==> src/rtl/verdict_collector.sv <==
// Verdict collector: timestamps active monitor cycles, buffers them as records and streams each
// record as a header word plus one word per active output. Optional macro: VERDICT_COLLECTOR_DROP_CNT_EN.
module verdict_collector #(
  parameter int NUM_OUT = 4,
  parameter int DATA_W  = 64,
  parameter int TS_W    = 32,
  parameter int DEPTH   = 8
) (
  input  logic                              clk,
  input  logic                              rst,
  input  logic                              en,
  input  logic signed [NUM_OUT*DATA_W-1:0]  out_data,
  input  logic        [NUM_OUT-1:0]         out_aktv,
  output logic                              m_valid,
  input  logic                              m_ready,
  output logic        [DATA_W-1:0]          m_data,
  output logic                              m_last,
  output logic                              overflow,
  output logic        [15:0]                drop_cnt
);

  localparam int AW    = $clog2(DEPTH);
  localparam int CW    = (NUM_OUT > 1) ? $clog2(NUM_OUT) : 1;
  localparam int REC_W = TS_W + NUM_OUT + NUM_OUT*DATA_W;

  typedef enum logic [1:0] {IDLE, HDR, DATA} state_t;

  function automatic logic [CW-1:0] first_set(input logic [NUM_OUT-1:0] mask, input int from);
    first_set = '0;
    for (int i = NUM_OUT-1; i >= 0; i--)
      if (i >= from && mask[i]) first_set = CW'(i);
  endfunction

  function automatic logic has_above(input logic [NUM_OUT-1:0] mask, input logic [CW-1:0] cur);
    has_above = 1'b0;
    for (int i = 0; i < NUM_OUT; i++)
      if (i > int'(cur) && mask[i]) has_above = 1'b1;
  endfunction

  state_t                  state, state_nxt;
  logic [TS_W-1:0]         ts_q;
  logic [AW:0]             count;
  logic [AW-1:0]           wptr, rptr;
  logic [REC_W-1:0]        mem [DEPTH];
  logic [CW-1:0]           cursor;
  logic [TS_W-1:0]         sh_ts_p1;
  logic [NUM_OUT-1:0]      sh_mask_p1;
  logic [NUM_OUT*DATA_W-1:0] sh_data_p1;
  logic                    cap_vld_p0, full, wr, drop, pop, hs;

  assign cap_vld_p0 = en && (|out_aktv);
  // Fullness looks only at the registered count, so a same-edge pop never rescues a record.
  assign full = (count == (AW+1)'(DEPTH));
  assign wr   = cap_vld_p0 && !full;
  assign drop = cap_vld_p0 && full;
  assign pop  = (state == IDLE) && (count != '0);
  assign hs   = m_valid && m_ready;

  always_ff @(posedge clk or negedge rst) begin
    if (!rst) begin
      ts_q     <= '0;
      count    <= '0;
      wptr     <= '0;
      rptr     <= '0;
      overflow <= 1'b0;
      cursor   <= '0;
    end else begin
      if (en) ts_q <= ts_q + 1'b1;
      count <= count + (AW+1)'(wr) - (AW+1)'(pop);
      if (wr)   wptr <= wptr + 1'b1;
      if (pop)  rptr <= rptr + 1'b1;
      if (drop) overflow <= 1'b1;
      if (hs && state == HDR)  cursor <= first_set(sh_mask_p1, 0);
      if (hs && state == DATA) cursor <= first_set(sh_mask_p1, int'(cursor) + 1);
    end
  end

  // Stage p0: record storage; stage p1: shadow of the record being streamed.
  always_ff @(posedge clk) begin
    if (wr) mem[wptr] <= {ts_q, out_aktv, out_data};
    if (pop) {sh_ts_p1, sh_mask_p1, sh_data_p1} <= mem[rptr];
  end

  always_ff @(posedge clk or negedge rst) begin
    if (!rst) state <= IDLE;
    else      state <= state_nxt;
  end

  always_comb begin
    state_nxt = state;
    case (state)
      IDLE: if (count != '0) state_nxt = HDR;
      HDR:  if (m_ready) state_nxt = DATA;
      DATA: if (m_ready && !has_above(sh_mask_p1, cursor)) state_nxt = IDLE;
      default: state_nxt = IDLE;
    endcase
  end

  always_comb begin
    m_valid = 1'b0;
    m_data  = '0;
    m_last  = 1'b0;
    case (state)
      HDR: begin
        m_valid = 1'b1;
        m_data  = DATA_W'({sh_mask_p1, sh_ts_p1});
      end
      DATA: begin
        m_valid = 1'b1;
        m_data  = sh_data_p1[int'(cursor)*DATA_W +: DATA_W];
        m_last  = !has_above(sh_mask_p1, cursor);
      end
      default: ;
    endcase
  end

`ifdef VERDICT_COLLECTOR_DROP_CNT_EN
  function automatic logic [15:0] sat_inc16(input logic [15:0] v);
    sat_inc16 = (v == 16'hFFFF) ? v : v + 16'd1;
  endfunction

  logic [15:0] drop_q;

  always_ff @(posedge clk or negedge rst) begin
    if (!rst)      drop_q <= '0;
    else if (drop) drop_q <= sat_inc16(drop_q);
  end

  assign drop_cnt = drop_q;
`else
  assign drop_cnt = '0;
`endif

endmodule

==> config.mk <==
export PLATFORM = sky130hd
export DESIGN_NAME = verdict_collector
export DESIGN_NICKNAME = d
export VERILOG_FILES = /design/src/rtl/verdict_collector.sv
export SDC_FILE = /design/constraint.sdc
export NUM_CORES = 2
export LEC_CHECK = 0
export CORE_MARGIN = 4
export CORE_UTILIZATION = 61
export CTS_CLUSTER_DIAMETER = 60
export DETAILED_ROUTE_END_ITERATION = 10
export PLACE_DENSITY = 0.78
export SLEW_MARGIN = 40
export SYNTH_ARGS = -nofsm -noshare
export SYNTH_HDL_FRONTEND = slang
export SYNTH_SLANG_ARGS = --single-unit
==> constraint.sdc <==
create_clock -name clk -period 24.5 [get_ports clk]
set_input_delay 4.9 -clock clk [delete_from_list [all_inputs] [get_ports clk]]
set_output_delay 4.9 -clock clk [all_outputs]
set_load 0.02 [all_outputs]
======== Word level (Yosys, flattened, before mapping) ========
Memories as Yosys holds them, arrays and structs flattened. A register that Yosys moved wholly into a read port is not among the register bits.
Cells that the tools add are included.
cells by class
  $add $sub $neg .......................... 6
  $mul .................................... 0
  divide/modulo/power cells ............... 0
  $lt $le $gt $ge ......................... 7
  equality and inequality tests ........... 6
  shifts and indexed selects .............. 1
  mux-type cells .......................... 23
  bitwise logic cells ..................... 0
  reductions and logical operators ........ 23
operator list
  kind                   count
  $shiftx 256x9->64      1
  $pmux 64 s2            1
  $add 32x1->32 const B  1
  $mux 2                 13
  $logic_and 1x1->1      15
  $mux 1                 8
  $add 3x1->3 const B    2
  $ge 1x3->1 const A     2
  $ge 2x3->1 const A     2
  $pmux 2 s3             1
  $add 4x1->4            1
  $eq 4x4->1 const B     1
  $gt 2x2->1 const A     2
  $ne 2x1->1 const B     2
  $reduce_bool 4->1      1
  $reduce_or 4->1        1
  $sub 4x1->4            1
  $add 2x1->3 const B    1
  $reduce_and 3->1       1
  $eq 2x1->1 const B     1
  $eq 2x2->1 const B     1
  $gt 1x2->1 const A     1
  $logic_not 1->1        2
  $logic_not 2->1        1
  3 further kinds        3
storage, ports and cells
  register bits after elaboration ......... 47
  latch bits .............................. 0
  bits in writable memories ............... 2336
  bits in read-only memories .............. 0
  bits of input ports ..................... 264
  output and inout port bits .............. 83
  word-level logic and storage cells ...... 74
  memories kept ........................... 1
memories
  name  depth  width  rd ports  clocked after Yosys merged registers in  wr ports  RTL line  source
  mem   8      292    1         1                                        1         44        logic [REC_W-1:0] mem [DEPTH];

======== Depth between registers and ports, before layout ========
  depth in word-level cells ............... 10
  depth in mapped cells ................... 11
  gate-level depth less buffers ........... 11

======== Worst setup path after synthesis ========
Ideal clock, no wire load.
  kind .................................... input to register
  start point ............................. input port en
  end point ............................... memory mem[0][0] (netlist name), enable pin
  library setup time ...................... 1303 ps
  data arrival time ....................... 25120 ps
  data required time ...................... 23197 ps
  slack ................................... -1922 ps
  stages on the path ...................... 5
  path buffers ............................ 1
  path through ............................ buf_4 -> o41a_1 -> and2_1 -> nand2b_1 -> nor3_1
between the ends
  cells in the longest elaborated chain, start to end .. 4
ends and longest elaborated chain
  element                       RTL line  source
  from (decl)                   11        input logic en,
  $logic_and 1x1->1             51        assign cap_vld_p0 = en && (|out_aktv);
  $logic_and 1x1->1             54        assign wr = cap_vld_p0 && !full;
  $mux 1                        80        if (wr) mem[wptr] <= {ts_q, out_aktv, out_data};
  $mux 1 (not written as such)  80
  to (decl)                     44
Every way passes these cells.

======== Worst setup path after layout ========
  start point ............................. register cursor[0]
  end point ............................... output port m_data[14]
between the ends
  cells in the longest elaborated chain, start to end .. 2
ends and longest elaborated chain
  element                 RTL line  source
  from (decl)             45        logic [CW-1:0] cursor;
  from (signal assigned)  73        if (hs && state == HDR) cursor <= first_set(sh_mask_p1, 0);
  from (signal assigned)  74        if (hs && state == DATA) cursor <= first_set(sh_mask_p1, int'(cursor) + 1);
  $shiftx 256x9->64       110       m_data = sh_data_p1[int'(cursor)*DATA_W +: DATA_W];
  $pmux 64 s2             103       case (state)
  to (decl)               16        output logic [DATA_W-1:0] m_data,
Every way passes these cells.

==> summary.md <==
| Metric | Value |
|---|---|
| Run status | `complete, no violations` |
| Relative slew slack | `between 30% and 40%` |
| Share of synthesized area occupied by flip-flops and latches | `about four fifths` |
| Number of register bits inferred by synthesis | `between 2,000 and 3,000` |
| Count of max-cap constraint violations | `0` |
| Number of CTS-inserted buffers | `278` |
| Slowest-stage cell, CP | `sky130_fd_sc_hd__dfrtp_4` |
| CORE AREA | `approximately 0.16 mm^2` |
| Worst endpoint required time | `19.60 ns` |
| Worst path arrival time | `about 4.0 ns` |
| Clock Latency Late Sink | `between 0.9 and 1 ns` |
| Peak clock frequency supported by timing | `113 MHz` |
| Routed vias | `roughly 45,000` |
| Num rows | `149` |
| Clk sinks | `roughly 2,700` |
| Static leakage | `roughly 37 nW` |
| Half-perimeter wire length after detailed placement | `between 100,000 and 150,000 um` |
| Setup TNS | `0 ns` |
| Number of top-level pins | `about 350` |
| Die Footprint | `roughly 0.17 mm^2` |
| Drt via density | `6.47` |
| Largest net degree at the start of global routing | `between 100 and 150` |
| Maximum fanout encountered on the critical timing path | `30` |
| Routed Wire Length | `roughly 220,000 um` |
| Total grt overflow | `0` |
| Global-route wire length before repair | `328,000 um` |
| Worst r2r path cells | `6` |
| Resized cells post-CTS | `0` |
| Startpoint of the lowest-slack hold path | `overflow` |
| Clock tree from TritonCTS | `yes` |
| RSZ-0062 raised after global routing | `false` |
| Overall global routing resource usage | `26.2%` |
| FF-to-FF End | `sh_data_p1[86]` |
| # setup viols final | `0` |
| Total standard cell area after synthesis | `0.101 mm^2` |
| Ordered list of cells on the worst path | `buf_4 > mux4_2 > a22o_1 > clkdlybuf4s50_1` |
| Avg Synthesized Cell Area | `about 25 um^2` |
| Crit path max-delay family | `buffers and inverters` |
| Number of port buffers | `330` |
| Period Utilization, post-route | `36.3%` |
| 1st-pass router iterations | `7` |
| Global Route met1 Usage | `about 34%` |
| Instance count of the mapped netlist | `4,060` |
| HP Class | `reg -> reg` |
| Maximum ir drop on the vdd rail | `roughly 0.13 mV` |
| Worst hold path stage count | `1` |
| Die extent in x | `around 420 um` |
| Post-route non-filler standard cell count | `around 7,000` |
| Number of warnings printed during yosys synthesis | `0` |
| Maximum clock skew at final layout | `between 0.06 and 0.07 ns` |
| Met2 Usage GRT | `44.3%` |
| Total placed cells including tap cells | `around 6,500` |
| Delay of the slowest critical-path stage | `around 0.80 ns` |
| Clock edge transition at the registers on the reported setup and hold paths | `0.06 ns` |
| Hold-fix buffers, CTS | `0` |
| FF-to-FF Start | `rptr[0]` |
| Most common cell after layout, fill and taps aside | `sky130_fd_sc_hd__edfxtp_1` |
| Leading cell types in the layout, fill and taps excluded | `2,628 x sky130_fd_sc_hd__edfxtp_1, 648 x sky130_fd_sc_hd__mux4_2, 329 x sky130_fd_sc_hd__clkdlybuf4s50_1` |
| GR peak layer | `met2` |
| Number of antenna violations at the first check in global routing | `58` |
| Count of distinct cell types in the synthesized netlist | `44` |
| Library cell used as clock root buffer | `sky130_fd_sc_hd__clkbuf_16` |
| CTS HTree Levels | `5` |
| Slew Limit Fails | `0` |
| Number of fillers in the final layout | `roughly 9,000` |
| Least-Margin Pin Slew | `0.948 ns` |
| Number of global-route vias before repair | `approximately 47,000` |
| ANT nets after route | `0` |
| Number of DRC violations after detailed-routing iteration 0 | `between 4,000 and 5,000` |
| Share of layout cells above drive strength 1 | `between 20% and 30%` |
| CP Launch Type | `register` |
| Final weighted congestion of routability-driven global placement | `approximately 0.76` |
| Pwr/cell area | `124 mW/mm^2` |
| Clock buffer depth | `4` |
| Critical path capture point type | `primary output` |
| Worst-case register-to-register setup slack | `a little over 20 ns` |
| Destination of the worst hold path | `overflow` |
| Worst path buffer plus inverter count | `2` |
| Crit path kind | `reg -> out` |
| Final net count | `a little under 5,000` |
| Starting Density | `about three fifths` |
| Height of the die | `roughly 420 um` |
| Routed wire per std cell | `32.1 um` |
| Tmin final | `8.89 ns` |
| Number of design rule violations left after detail routing | `0` |
| Grt met3 use | `4.01%` |
| Layout area overhead | `14.7%` |
| Final Hold Viols | `0` |
| Post-CTS setup buffer count | `0` |
## sequential cells by signal (all words and copies together) (netlist names)
register    cells
mem          2336
sh_mask_p1      4
count           4
sh_data_p1    256
ts_q           32
wptr            3
rptr            3
cursor          2
overflow        1
sh_ts_p1       32
state           2
## report_power, final
group / switching [W] / leakage, nW / internal (W) / total (W)
sequential: 0.000336 / 24.5 / 0.00612 / 0.00646
clock: 0.00165 / 4.22 / 0.00239 / 0.00405
combinational: 0.00207 / 7.85 / 0.00177 / 0.00384
total: 0.00406 / 36.5 / 0.0103 / 0.0143
## metrics by stage
stage / cell area [um^2] / util [%] / total power [W] / hold WS (ns) / setup slack [ns]
5_1_grt: 116000 / 70.3 / 0.0149 / 0.514 / 15.45
4_1_cts: 116000 / 70.2 / 0.0145 / 0.485 / 15.52
6_report: 116000 / 70.3 / 0.0143 / 0.488 / 15.61
2_1_floorplan: 101000 / - / 0.00935 / 0.457 / 5.93
3_3_place_gp: 106000 / 64.6 / 0.0102 / 0.464 / 14.62
3_5_place_dp: 107000 / 65.0 / 0.0104 / 0.471 / 15.05
## layout make-up
type | count | area [um^2] | area share [%]
flip-flops and latches | 2675 | 80100 | 69.1
clock inverters | 129 | 1250 | 1.08
multi-input cells | 1178 | 19700 | 17.0
well taps | 2189 | 2740 | 2.36
repair buffers | 414 | 4590 | 3.96
clock buffers | 343 | 7400 | 6.39
inverters | 12 | 57.6 | 0.0497
diodes | 31 | 77.6 | 0.0669
## cell families after synthesis
kind of cell	count (synthesis)	synth area share, %
and+or+nand+nor	114	0.662
buffers and inverters	222	1.41
DFF	2675	79.3
other	1	0.00371
xor gates and xnor gates	37	0.321
adders and majority gates	14	0.181
muxes	943	17.7
AOI/OAI and AO/OA	54	0.431
## per-layer routing
layer  part of all wire (%)  wire length, um
met1                     35            78700
met2                     53           118000
met3                    7.2            16000
met4                    5.1            11500
met5                  0.037               82
## worst max-delay path by stage
stage,from,to,slack (ns),depth (start not counted)
6_report,cursor[0],m_data[14],15.61,4
2_1_floorplan,en,mem[1][0],5.93,5
4_1_cts,cursor[0],m_data[14],15.52,4
3_3_place_gp,en,mem[7][17],14.62,8
5_1_grt,cursor[0],m_data[14],15.45,4
3_5_place_dp,en,mem[4][85],15.05,8
## synth_stat cells
cell type | instances | area share (%)
sky130_fd_sc_hd__nor2_1 | 14 | 0.052
sky130_fd_sc_hd__mux2_1 | 1 | 0.011
sky130_fd_sc_hd__nand3_1 | 8 | 0.040
sky130_fd_sc_hd__clkbuf_1 | 62 | 0.23
sky130_fd_sc_hd__a31oi_1 | 3 | 0.019
sky130_fd_sc_hd__conb_1 | 1 | 0.0037
sky130_fd_sc_hd__nor2b_1 | 2 | 0.012
sky130_fd_sc_hd__o21ai_1 | 1 | 0.0049
sky130_fd_sc_hd__o311ai_1 | 1 | 0.0087
sky130_fd_sc_hd__inv_1 | 12 | 0.045
sky130_fd_sc_hd__nor4_1 | 1 | 0.0062
sky130_fd_sc_hd__xnor2_1 | 28 | 0.24
sky130_fd_sc_hd__o211ai_1 | 1 | 0.0074
sky130_fd_sc_hd__and4_1 | 2 | 0.017
sky130_fd_sc_hd__or2_2 | 1 | 0.0062
sky130_fd_sc_hd__edfxtp_1 | 2628 | 78
sky130_fd_sc_hd__buf_6 | 61 | 0.68
sky130_fd_sc_hd__nor4_4 | 2 | 0.042
sky130_fd_sc_hd__a21oi_1 | 2 | 0.0099
sky130_fd_sc_hd__o22ai_1 | 2 | 0.012
sky130_fd_sc_hd__nand4_1 | 9 | 0.056
sky130_fd_sc_hd__nand2_1 | 25 | 0.093
sky130_fd_sc_hd__o31ai_1 | 1 | 0.0074
sky130_fd_sc_hd__ha_1 | 13 | 0.16
sky130_fd_sc_hd__nand3b_1 | 1 | 0.0074
sky130_fd_sc_hd__and3_1 | 4 | 0.025
sky130_fd_sc_hd__o41a_1 | 1 | 0.011
sky130_fd_sc_hd__mux2_2 | 294 | 3.3
sky130_fd_sc_hd__nand4_4 | 2 | 0.042
sky130_fd_sc_hd__a31o_2 | 1 | 0.0087
sky130_fd_sc_hd__a211oi_1 | 1 | 0.0074
sky130_fd_sc_hd__xor2_1 | 9 | 0.078
sky130_fd_sc_hd__nor3_1 | 2 | 0.0099
sky130_fd_sc_hd__nand2b_1 | 6 | 0.037
sky130_fd_sc_hd__and2_1 | 35 | 0.22
sky130_fd_sc_hd__buf_4 | 21 | 0.16
sky130_fd_sc_hd__mux4_2 | 648 | 14
sky130_fd_sc_hd__buf_2 | 47 | 0.23
sky130_fd_sc_hd__fa_1 | 1 | 0.020
sky130_fd_sc_hd__a22o_1 | 36 | 0.31
sky130_fd_sc_hd__o21ai_0 | 3 | 0.015
sky130_fd_sc_hd__buf_1 | 19 | 0.071
sky130_fd_sc_hd__dfrtp_1 | 47 | 1.2
sky130_fd_sc_hd__a21o_1 | 1 | 0.0074
## worst reg2reg max path, stage by stage, from the launching register on
cell and delay [ns]:
sky130_fd_sc_hd__dfrtp_4 0.56, sky130_fd_sc_hd__buf_12 0.35, sky130_fd_sc_hd__buf_6 0.71, sky130_fd_sc_hd__buf_6 0.62, sky130_fd_sc_hd__buf_6 0.61, sky130_fd_sc_hd__mux4_2 0.63, sky130_fd_sc_hd__mux2_2 0.35
No activity file was read; power rests on OpenSTA's default activity.
